===== src/rtl/host_wg_dispatcher.sv =====
// host_wg_dispatcher: expands one kernel descriptor into per-work-group CTA requests and tracks their retirement
module host_wg_dispatcher #(
  parameter int WG_ID_WIDTH     = 15,
  parameter int WF_COUNT_WIDTH  = 5,
  parameter int WAVE_ITEM_WIDTH = 6,
  parameter int MEM_ADDR_WIDTH  = 32,
  parameter int VGPR_ID_WIDTH   = 10,
  parameter int SGPR_ID_WIDTH   = 10,
  parameter int LDS_ID_WIDTH    = 10,
  parameter int MAX_INFLIGHT    = 8
) (
  input  logic                       clk,
  input  logic                       rst,
  input  logic                       knl_valid,
  output logic                       knl_ready,
  input  logic [WG_ID_WIDTH-1:0]     knl_num_wg,
  input  logic [WG_ID_WIDTH-1:0]     knl_wg_id_base,
  input  logic [WF_COUNT_WIDTH-1:0]  knl_num_wf,
  input  logic [WAVE_ITEM_WIDTH-1:0] knl_wf_size,
  input  logic [MEM_ADDR_WIDTH-1:0]  knl_start_pc,
  input  logic [MEM_ADDR_WIDTH-1:0]  knl_csr_knl,
  input  logic [MEM_ADDR_WIDTH-1:0]  knl_pds_base,
  input  logic [MEM_ADDR_WIDTH-1:0]  knl_pds_stride,
  input  logic [VGPR_ID_WIDTH:0]     knl_vgpr_per_wf,
  input  logic [SGPR_ID_WIDTH:0]     knl_sgpr_per_wf,
  input  logic [LDS_ID_WIDTH:0]      knl_lds_size,
  output logic                       host_req_valid_i,
  input  logic                       host_req_ready_o,
  output logic [WG_ID_WIDTH-1:0]     host_req_wg_id_i,
  output logic [WF_COUNT_WIDTH-1:0]  host_req_num_wf_i,
  output logic [WAVE_ITEM_WIDTH-1:0] host_req_wf_size_i,
  output logic [MEM_ADDR_WIDTH-1:0]  host_req_start_pc_i,
  output logic [MEM_ADDR_WIDTH-1:0]  host_req_pds_baseaddr_i,
  output logic [MEM_ADDR_WIDTH-1:0]  host_req_csr_knl_i,
  output logic [VGPR_ID_WIDTH:0]     host_req_vgpr_size_total_i,
  output logic [SGPR_ID_WIDTH:0]     host_req_sgpr_size_total_i,
  output logic [LDS_ID_WIDTH:0]      host_req_lds_size_total_i,
  output logic [VGPR_ID_WIDTH:0]     host_req_vgpr_size_per_wf_i,
  output logic [SGPR_ID_WIDTH:0]     host_req_sgpr_size_per_wf_i,
  input  logic                       host_rsp_valid_o,
  output logic                       host_rsp_ready_i,
  input  logic [WG_ID_WIDTH-1:0]     host_rsp_inflight_wg_buffer_host_wf_done_wg_id_o,
  output logic                       busy,
  output logic                       knl_done,
  output logic                       rsp_err
);
  localparam logic [1:0] IDLE = 2'd0, ISSUE = 2'd1, DRAIN = 2'd2;
  localparam int IW = $clog2(MAX_INFLIGHT + 1);
  localparam int VW = VGPR_ID_WIDTH + 1;
  localparam int SW = SGPR_ID_WIDTH + 1;
  logic [1:0] state;
  logic [WG_ID_WIDTH-1:0] num_wg, base, issued, done, done_nx, rel;
  logic [MEM_ADDR_WIDTH-1:0] stride;
  logic [IW-1:0] inflight;
  logic accept, req_fire, rsp_fire, rsp_bad;
  assign knl_ready = state == IDLE && !rst;
  assign busy = state != IDLE;
  assign host_req_valid_i = state == ISSUE && inflight < IW'(MAX_INFLIGHT);
  assign host_rsp_ready_i = state != IDLE;
  assign accept = knl_valid && knl_ready;
  assign req_fire = host_req_valid_i && host_req_ready_o;
  assign rsp_fire = host_rsp_valid_o && host_rsp_ready_i;
  assign done_nx = done + WG_ID_WIDTH'(rsp_fire);
  // offset from base wraps with the ID space, so any offset at or past issued is bogus
  assign rel = host_rsp_inflight_wg_buffer_host_wf_done_wg_id_o - base;
  assign rsp_bad = rel >= issued;
  always_ff @(posedge clk) begin
    if (rst) begin
      state <= IDLE;
      num_wg <= '0;
      base <= '0;
      stride <= '0;
      issued <= '0;
      done <= '0;
      inflight <= '0;
      knl_done <= 1'b0;
      rsp_err <= 1'b0;
      host_req_wg_id_i <= '0;
      host_req_num_wf_i <= '0;
      host_req_wf_size_i <= '0;
      host_req_start_pc_i <= '0;
      host_req_pds_baseaddr_i <= '0;
      host_req_csr_knl_i <= '0;
      host_req_vgpr_size_total_i <= '0;
      host_req_sgpr_size_total_i <= '0;
      host_req_lds_size_total_i <= '0;
      host_req_vgpr_size_per_wf_i <= '0;
      host_req_sgpr_size_per_wf_i <= '0;
    end else begin
      knl_done <= 1'b0;
      if (rsp_fire) begin
        done <= done_nx;
        rsp_err <= rsp_err | rsp_bad;
      end
      inflight <= inflight + IW'(req_fire) - IW'(rsp_fire && inflight != '0);
      if (req_fire) begin
        issued <= issued + 1'b1;
        host_req_wg_id_i <= host_req_wg_id_i + 1'b1;
        host_req_pds_baseaddr_i <= host_req_pds_baseaddr_i + stride;
        if (issued + 1'b1 == num_wg) state <= DRAIN;
      end
      // pulse is held one cycle in DRAIN so knl_ready returns only after it
      if (state == DRAIN) begin
        knl_done <= !knl_done && done_nx >= num_wg;
        if (knl_done) state <= IDLE;
      end
      if (accept) begin
        num_wg <= knl_num_wg;
        base <= knl_wg_id_base;
        stride <= knl_pds_stride;
        issued <= '0;
        done <= '0;
        inflight <= '0;
        knl_done <= knl_num_wg == '0;
        state <= knl_num_wg == '0 ? IDLE : ISSUE;
        host_req_wg_id_i <= knl_wg_id_base;
        host_req_num_wf_i <= knl_num_wf;
        host_req_wf_size_i <= knl_wf_size;
        host_req_start_pc_i <= knl_start_pc;
        host_req_pds_baseaddr_i <= knl_pds_base;
        host_req_csr_knl_i <= knl_csr_knl;
        host_req_vgpr_size_total_i <= VW'(knl_vgpr_per_wf * VW'(knl_num_wf));
        host_req_sgpr_size_total_i <= SW'(knl_sgpr_per_wf * SW'(knl_num_wf));
        host_req_lds_size_total_i <= knl_lds_size;
        host_req_vgpr_size_per_wf_i <= knl_vgpr_per_wf;
        host_req_sgpr_size_per_wf_i <= knl_sgpr_per_wf;
      end
    end
  end
endmodule


===== config.mk =====
export PLATFORM = sky130hd
export DESIGN_NAME = host_wg_dispatcher
export DESIGN_NICKNAME = d
export VERILOG_FILES = /design/src/rtl/host_wg_dispatcher.sv
export SDC_FILE = /design/constraint.sdc
export NUM_CORES = 1
export LEC_CHECK = 0
export CORE_ASPECT_RATIO = 1.75
export CORE_MARGIN = 3
export CORE_UTILIZATION = 54
export CTS_CLUSTER_SIZE = 24
export DETAILED_ROUTE_END_ITERATION = 6
export GPL_ROUTABILITY_DRIVEN = 1
export MAX_ROUTING_LAYER = met4
export PLACE_DENSITY = 0.87
export SYNTH_ARGS = -nofsm -noshare
export SYNTH_HDL_FRONTEND = slang
export SYNTH_SLANG_ARGS = --single-unit

===== constraint.sdc =====
create_clock -name clk -period 7.4 [get_ports clk]
set_clock_uncertainty 0.2 [all_clocks]
set_input_delay 1.48 -clock clk [delete_from_list [all_inputs] [get_ports clk]]
set_output_delay 1.48 -clock clk [all_outputs]
set_load 0.05 [all_outputs]

## Yosys cells after proc, flatten, opt, wreduce, memory -nomap -nowiden

Index checks and enable logic that the tools add are counted.

| storage, ports and cells | value |
|---|---|
| bits in registers | 277 |
| input bits | 222 |
| output and inout bits | 183 |
| word-level logic and storage cells | 63 |

| cells by class | value |
|---|---|
| add/subtract/negate cells | 7 |
| multipliers | 2 |
| magnitude comparators | 3 |
| eq/ne operators | 3 |
| muxes and demuxes | 12 |
| bitwise operators | 1 |
| reductions and logical operators | 15 |

Operators by type and width:

| cell | number |
|---|---|
| $mux 32 | 2 |
| $add 32x32->32 | 1 |
| $add 15x1->15 const B | 2 |
| $ge 15x15->1 | 2 |
| $mux 15 | 2 |
| $mul 11x5->11 | 2 |
| $add 15x1->15 | 1 |
| $eq 15x15->1 | 1 |
| $logic_not 15->1 | 1 |
| $sub 15x15->15 | 1 |
| $mux 2 | 5 |
| $logic_and 1x1->1 | 7 |
| $add 4x1->4 | 1 |
| $lt 4x4->1 const B | 1 |
| $reduce_bool 2->1 | 2 |
| $reduce_bool 4->1 | 1 |
| $sub 4x1->4 | 1 |
| $mux 1 | 3 |
| $eq 2x1->1 const B | 1 |
| $eq 2x2->1 const B | 1 |
| $logic_not 1->1 | 2 |
| $logic_not 2->1 | 1 |
| $reduce_or 2->1 | 1 |
| $or 1x1->1 | 1 |

## Longest topological paths before layout

| logic depth | value |
|---|---|
| word-level depth | 7 |
| gate-level depth with buffers | 19 |
| depth with buffers taken out | 17 |

## Least setup slack after synthesis

No wires, ideal clock.

| path | value |
|---|---|
| path type | input to register |
| from | input port knl_num_wf[2] |
| to | register host_req_sgpr_size_total_i[10] |
| arrival time | 4.922 ns |
| data required time | 7.068 ns |
| setup slack | 2.146 ns |
| stages on the path | 17 |
| path through | clkbuf_1 clkbuf_1 nand2_1 fa_1 fa_1 fa_1 inv_1 ha_1 a21oi_1 nor2_1 nor2_1 o21bai_1 a21oi_1 o21bai_1 a21oi_1 xnor2_1 o21ai_0 |

| on the way | value |
|---|---|
| word-level cells in the longest chain between the ends | 1 |

RTL lines:

| item | RTL line | text |
|---|---|---|
| start, declared | 18 | `input logic [WF_COUNT_WIDTH-1:0] knl_num_wf,` |
| $mul 11x5->11 | 123 | `host_req_sgpr_size_total_i <= SW'(knl_sgpr_per_wf * SW'(knl_num_wf));` |
| end signal, assigned | 123 |  |
| end, declared | 36 | `output logic [SGPR_ID_WIDTH:0] host_req_sgpr_size_total_i,` |

Every way passes these cells.
A chain may end at the register's enable or synchronous reset.

## Final worst setup path

| path | value |
|---|---|
| from | input port knl_num_wf[2] |
| to | register host_req_vgpr_size_total_i[10] |

| on the way | value |
|---|---|
| word-level cells in the longest chain between the ends | 1 |

RTL lines:

| item | RTL line | text |
|---|---|---|
| $mul 11x5->11 | 122 | `host_req_vgpr_size_total_i <= VW'(knl_vgpr_per_wf * VW'(knl_num_wf));` |
| end signal, assigned | 122 |  |
| end, declared | 35 | `output logic [VGPR_ID_WIDTH:0] host_req_vgpr_size_total_i,` |

Every way passes these cells.

==> summary.md <==
| Metric | Value |
|---|---|
| Async set or reset register ratio after synthesis | `0%` |
| Routed vias | `15,042` |
| Commonest cells after routing, fill and taps aside | `nand2_1, clkdlybuf4s50_1, dfxtp_1, o21ai_0, inv_1` |
| Reg clk slew, reported paths | `0.06 ns` |
| Worst hold slack | `0.2541 ns` |
| Commonest non-fill, non-tap cell in the layout | `nand2_1` |
| Place WS | `1.365 ns` |
| Synth area leader | `dfxtp_1` |
| Design area | `20,820 sq um` |
| Deepest clock path buffer count | `3` |
| Top cells by area, synth | `dfxtp_1, nand2_1, ha_1` |
| CTS hold repair buffers | `0` |
| Worst r2r src | `state[1]` |
| Critical path required time | `7.60 ns` |
| Setup repair bufs after CTS | `0` |
| Warnings, synthesis | `0` |
| CTS tree | `done` |
| Number of synthesized register bits | `277` |
| Vias per cell | `5.496` |
| Top-Level Pins | `405` |
| # setup viols final | `0` |
| Drt wl/cell | `17.65 microns` |
| DR DRC count | `0` |
| Status | `complete, no violations` |
| PostCTS Resize Cnt | `0` |
| Peak supply drop | `0.2091 mV` |
| CP startpoint kind | `input pin` |
| Number of CTS-inserted buffers | `27` |
| Hold endpoint | `host_req_csr_knl_i[24]` |
| Initial antenna violation count | `6` |
| DPL Wire Length | `36,200 microns` |
| Crit end category | `flip-flop` |
| I/O Buffers | `404` |
| Pins Over Slew Limit | `0` |
| EDFF count, synth | `0` |
| Row count | `82` |
| Crit path max-delay family | `adder cells` |
| Leak Pwr | `8.429 nW` |
| Min-delay src | `host_req_csr_knl_i[24]` |
| Crit share post-route | `75.09%` |
| Layout Nets | `2,708` |
| Post-Syn Area | `15,710 sq um` |
| H-tree depth | `1` |
| First DRT Iteration DRCs | `752` |
| P&R area growth vs syn | `32.55%` |
| Fraction of layout cells with a size suffix above 1 | `2.762%` |
| Relative slew slack | `16.51%` |
| RSZ-0062 raised after global routing | `false` |
| Final ANT Viol Nets | `0` |
| Die width | `134.9 microns` |
| Worst reg2reg endpoint | `knl_done` |
| Clock sinks | `277` |
| GRT Util Overall | `30.81%` |
| Vias in the first global route | `15,299` |
| Initial core utilization | `54.87%` |
| Tmin final | `5.557 ns` |
| RD Place Congestion | `0.9011` |
| Setup TNS Final | `0 ns` |
| Routed wire length | `48,310 microns` |
| GR Overflow Total | `0` |
| Max-Cap Viols | `0` |
| Hold Path Depth | `2` |
| DP Area | `19,910 sq um` |
| Mapped Cells | `1,994` |
| Final Hold Viols | `0` |
| Slowest CP cell | `clkdlybuf4s50_1` |
| Delay of the slowest critical-path stage | `0.89 ns` |
| Final worst slack | `1.843 ns` |
| WP buf/inv | `2` |
| Worst-path maximum fanout | `19` |
| Pin count of the biggest net entering global routing | `198` |
| Drt pass-1 iters | `7` |
| Critical-path cell list | `clkdlybuf4s50_1 > nand2_1 > fa_1 > fa_1 > fa_1 > inv_1 > ha_1 > a21oi_1 > nor2_1 > nor2_1 > o21bai_1 > a21oi_1 > o21bai_1 > a21oi_1 > xnor2_1 > o21ai_0` |
| First-pass GRT wire length | `76,030 microns` |
| Seq/Total Area, Yosys | `35.31%` |
| Syn Nets | `2,369` |
| Top_reg_cell synth | `dfxtp_1` |
| Kind of critical path | `input pin to flip-flop` |
| F_max | `180.0 MHz` |
| Full die area | `31,250 sq um` |
| Worst r2r path cells | `16` |
| Pwr dens | `220.1 nW/um^2` |
| Clk Latency, worst-skew pair | `0.55 ns` |
| Arr. time, crit path | `5.75 ns` |
| FF-to-FF setup slack | `3.13 ns` |
| Clk root buf | `clkbuf_16` |
| Post-synth top area share | `35.31%` |
| Die height | `231.6 microns` |
| Register area | `5545 sq um` |
| Post-synthesis cell type count | `61` |
| Core box area | `28,630 sq um` |
| Multi-input logic area | `9278 sq um` |
| Slew @ Worst Pin | `1.249 ns` |
| Hold Path Class | `flip-flop to flip-flop` |
| Avg Inst Size Synth | `7.877 sq um` |
| Layout fillers | `2,136` |
cells in the mapped netlist (11+ instances only):
cell type and count:
dfxtp_1 277, o31ai_1 35, nand3_1 41, nor2_1 100
a311oi_1 13, xnor2_1 92, ha_1 110, nand2_1 483
nor2b_1 11, fa_1 43, and3_1 18, inv_1 131
a211oi_1 14, a21o_1 23, a21oi_1 78, o21ai_0 200
clkbuf_1 90, and2_1 46, o21bai_1 11, nor3_1 29
xor2_1 47
state kept, by name, indices dropped and copies added, names as in the netlist:
name and flops:
host_req_sgpr_size_total_i 11, num_wg 15, host_req_lds_size_total_i 11, host_req_wg_id_i 15, host_req_vgpr_size_per_wf_i 11, issued 15, host_req_pds_baseaddr_i 32, host_req_csr_knl_i 32
host_req_num_wf_i 5, state 2, rsp_err 1, stride 32, host_req_vgpr_size_total_i 11, done 15, host_req_sgpr_size_per_wf_i 11, inflight 4
knl_done 1, host_req_start_pc_i 32, host_req_wf_size_i 6, base 15
layout make-up:
cell class	count	area share, %
flip-flops and latches	277	26.64
repair buffers	412	19.75
inverters	132	2.404
well taps	378	2.272
clock inverters	12	0.6851
diodes	6	0.07212
clock buffers	37	3.618
multi-input cells	1483	44.56
worst max path at each step:
stage	start	endpoint	depth (start not counted)
global route	knl_num_wf[2]	host_req_vgpr_size_total_i[10]	16
floorplan	knl_num_wf[2]	host_req_sgpr_size_total_i[10]	17
global placement	knl_num_wf[3]	host_req_sgpr_size_total_i[10]	16
finish	knl_num_wf[2]	host_req_vgpr_size_total_i[10]	16
CTS	knl_num_wf[2]	host_req_vgpr_size_total_i[10]	16
detailed placement	knl_num_wf[2]	host_req_vgpr_size_total_i[10]	16
through the flow:
step	std cells	utilization, %	power, mW
floorplan	1994	-	2.674
global placement	2682	69.55	3.144
detailed placement	2682	69.55	3.190
CTS	2731	72.68	4.612
global route	2737	72.73	4.798
finish	2737	72.73	4.582
power by group:
group          internal [mW]  switching [mW]  leakage [nW]
sequential              1.62          0.0813          2.28
combinational          0.577           0.891          5.71
clock                  0.817           0.599         0.447
layer usage:
metal  wire [microns]  global-route usage (%)  vias up
met5                0                       -        -
met4             2475                   14.33        0
met3             3283                   6.299      144
met2            25470                   56.02      551
met1            17080                   31.32     7051
li1                 -                       -     7296
cells by family (layout without fill, tap and decap cells):
logic type / after synthesis / count (layout) / share of synthesized area [%]
flip-flops: 277 / 277 / 35.31
multiplexers: 3 / 3 / 0.1992
adder cells (fa/ha/maj): 153 / 153 / 14.24
AND/OR/NAND/NOR: 765 / 765 / 20.75
XOR/XNOR: 139 / 139 / 7.751
AO/OA/AOI/OAI: 423 / 423 / 16.09
other: 0 / 6 / 0
buffers and inverters: 234 / 593 / 5.656
worst register-to-register path, cell delays in order, from the launching register on:
cell,delay [ns]
dfxtp_1,0.38
or2_2,0.23
nand2_1,0.26
inv_1,0.44
ha_1,0.29
ha_1,0.23
nand3_1,0.17
nor2_1,0.26
and3_1,0.26
and3_1,0.25
nand3_1,0.17
nor2_1,0.17
xor2_1,0.19
ha_1,0.28
a21oi_1,0.14
a31o_2,0.17
o31ai_1,0.07
No activity file was read; power rests on OpenSTA's default activity.
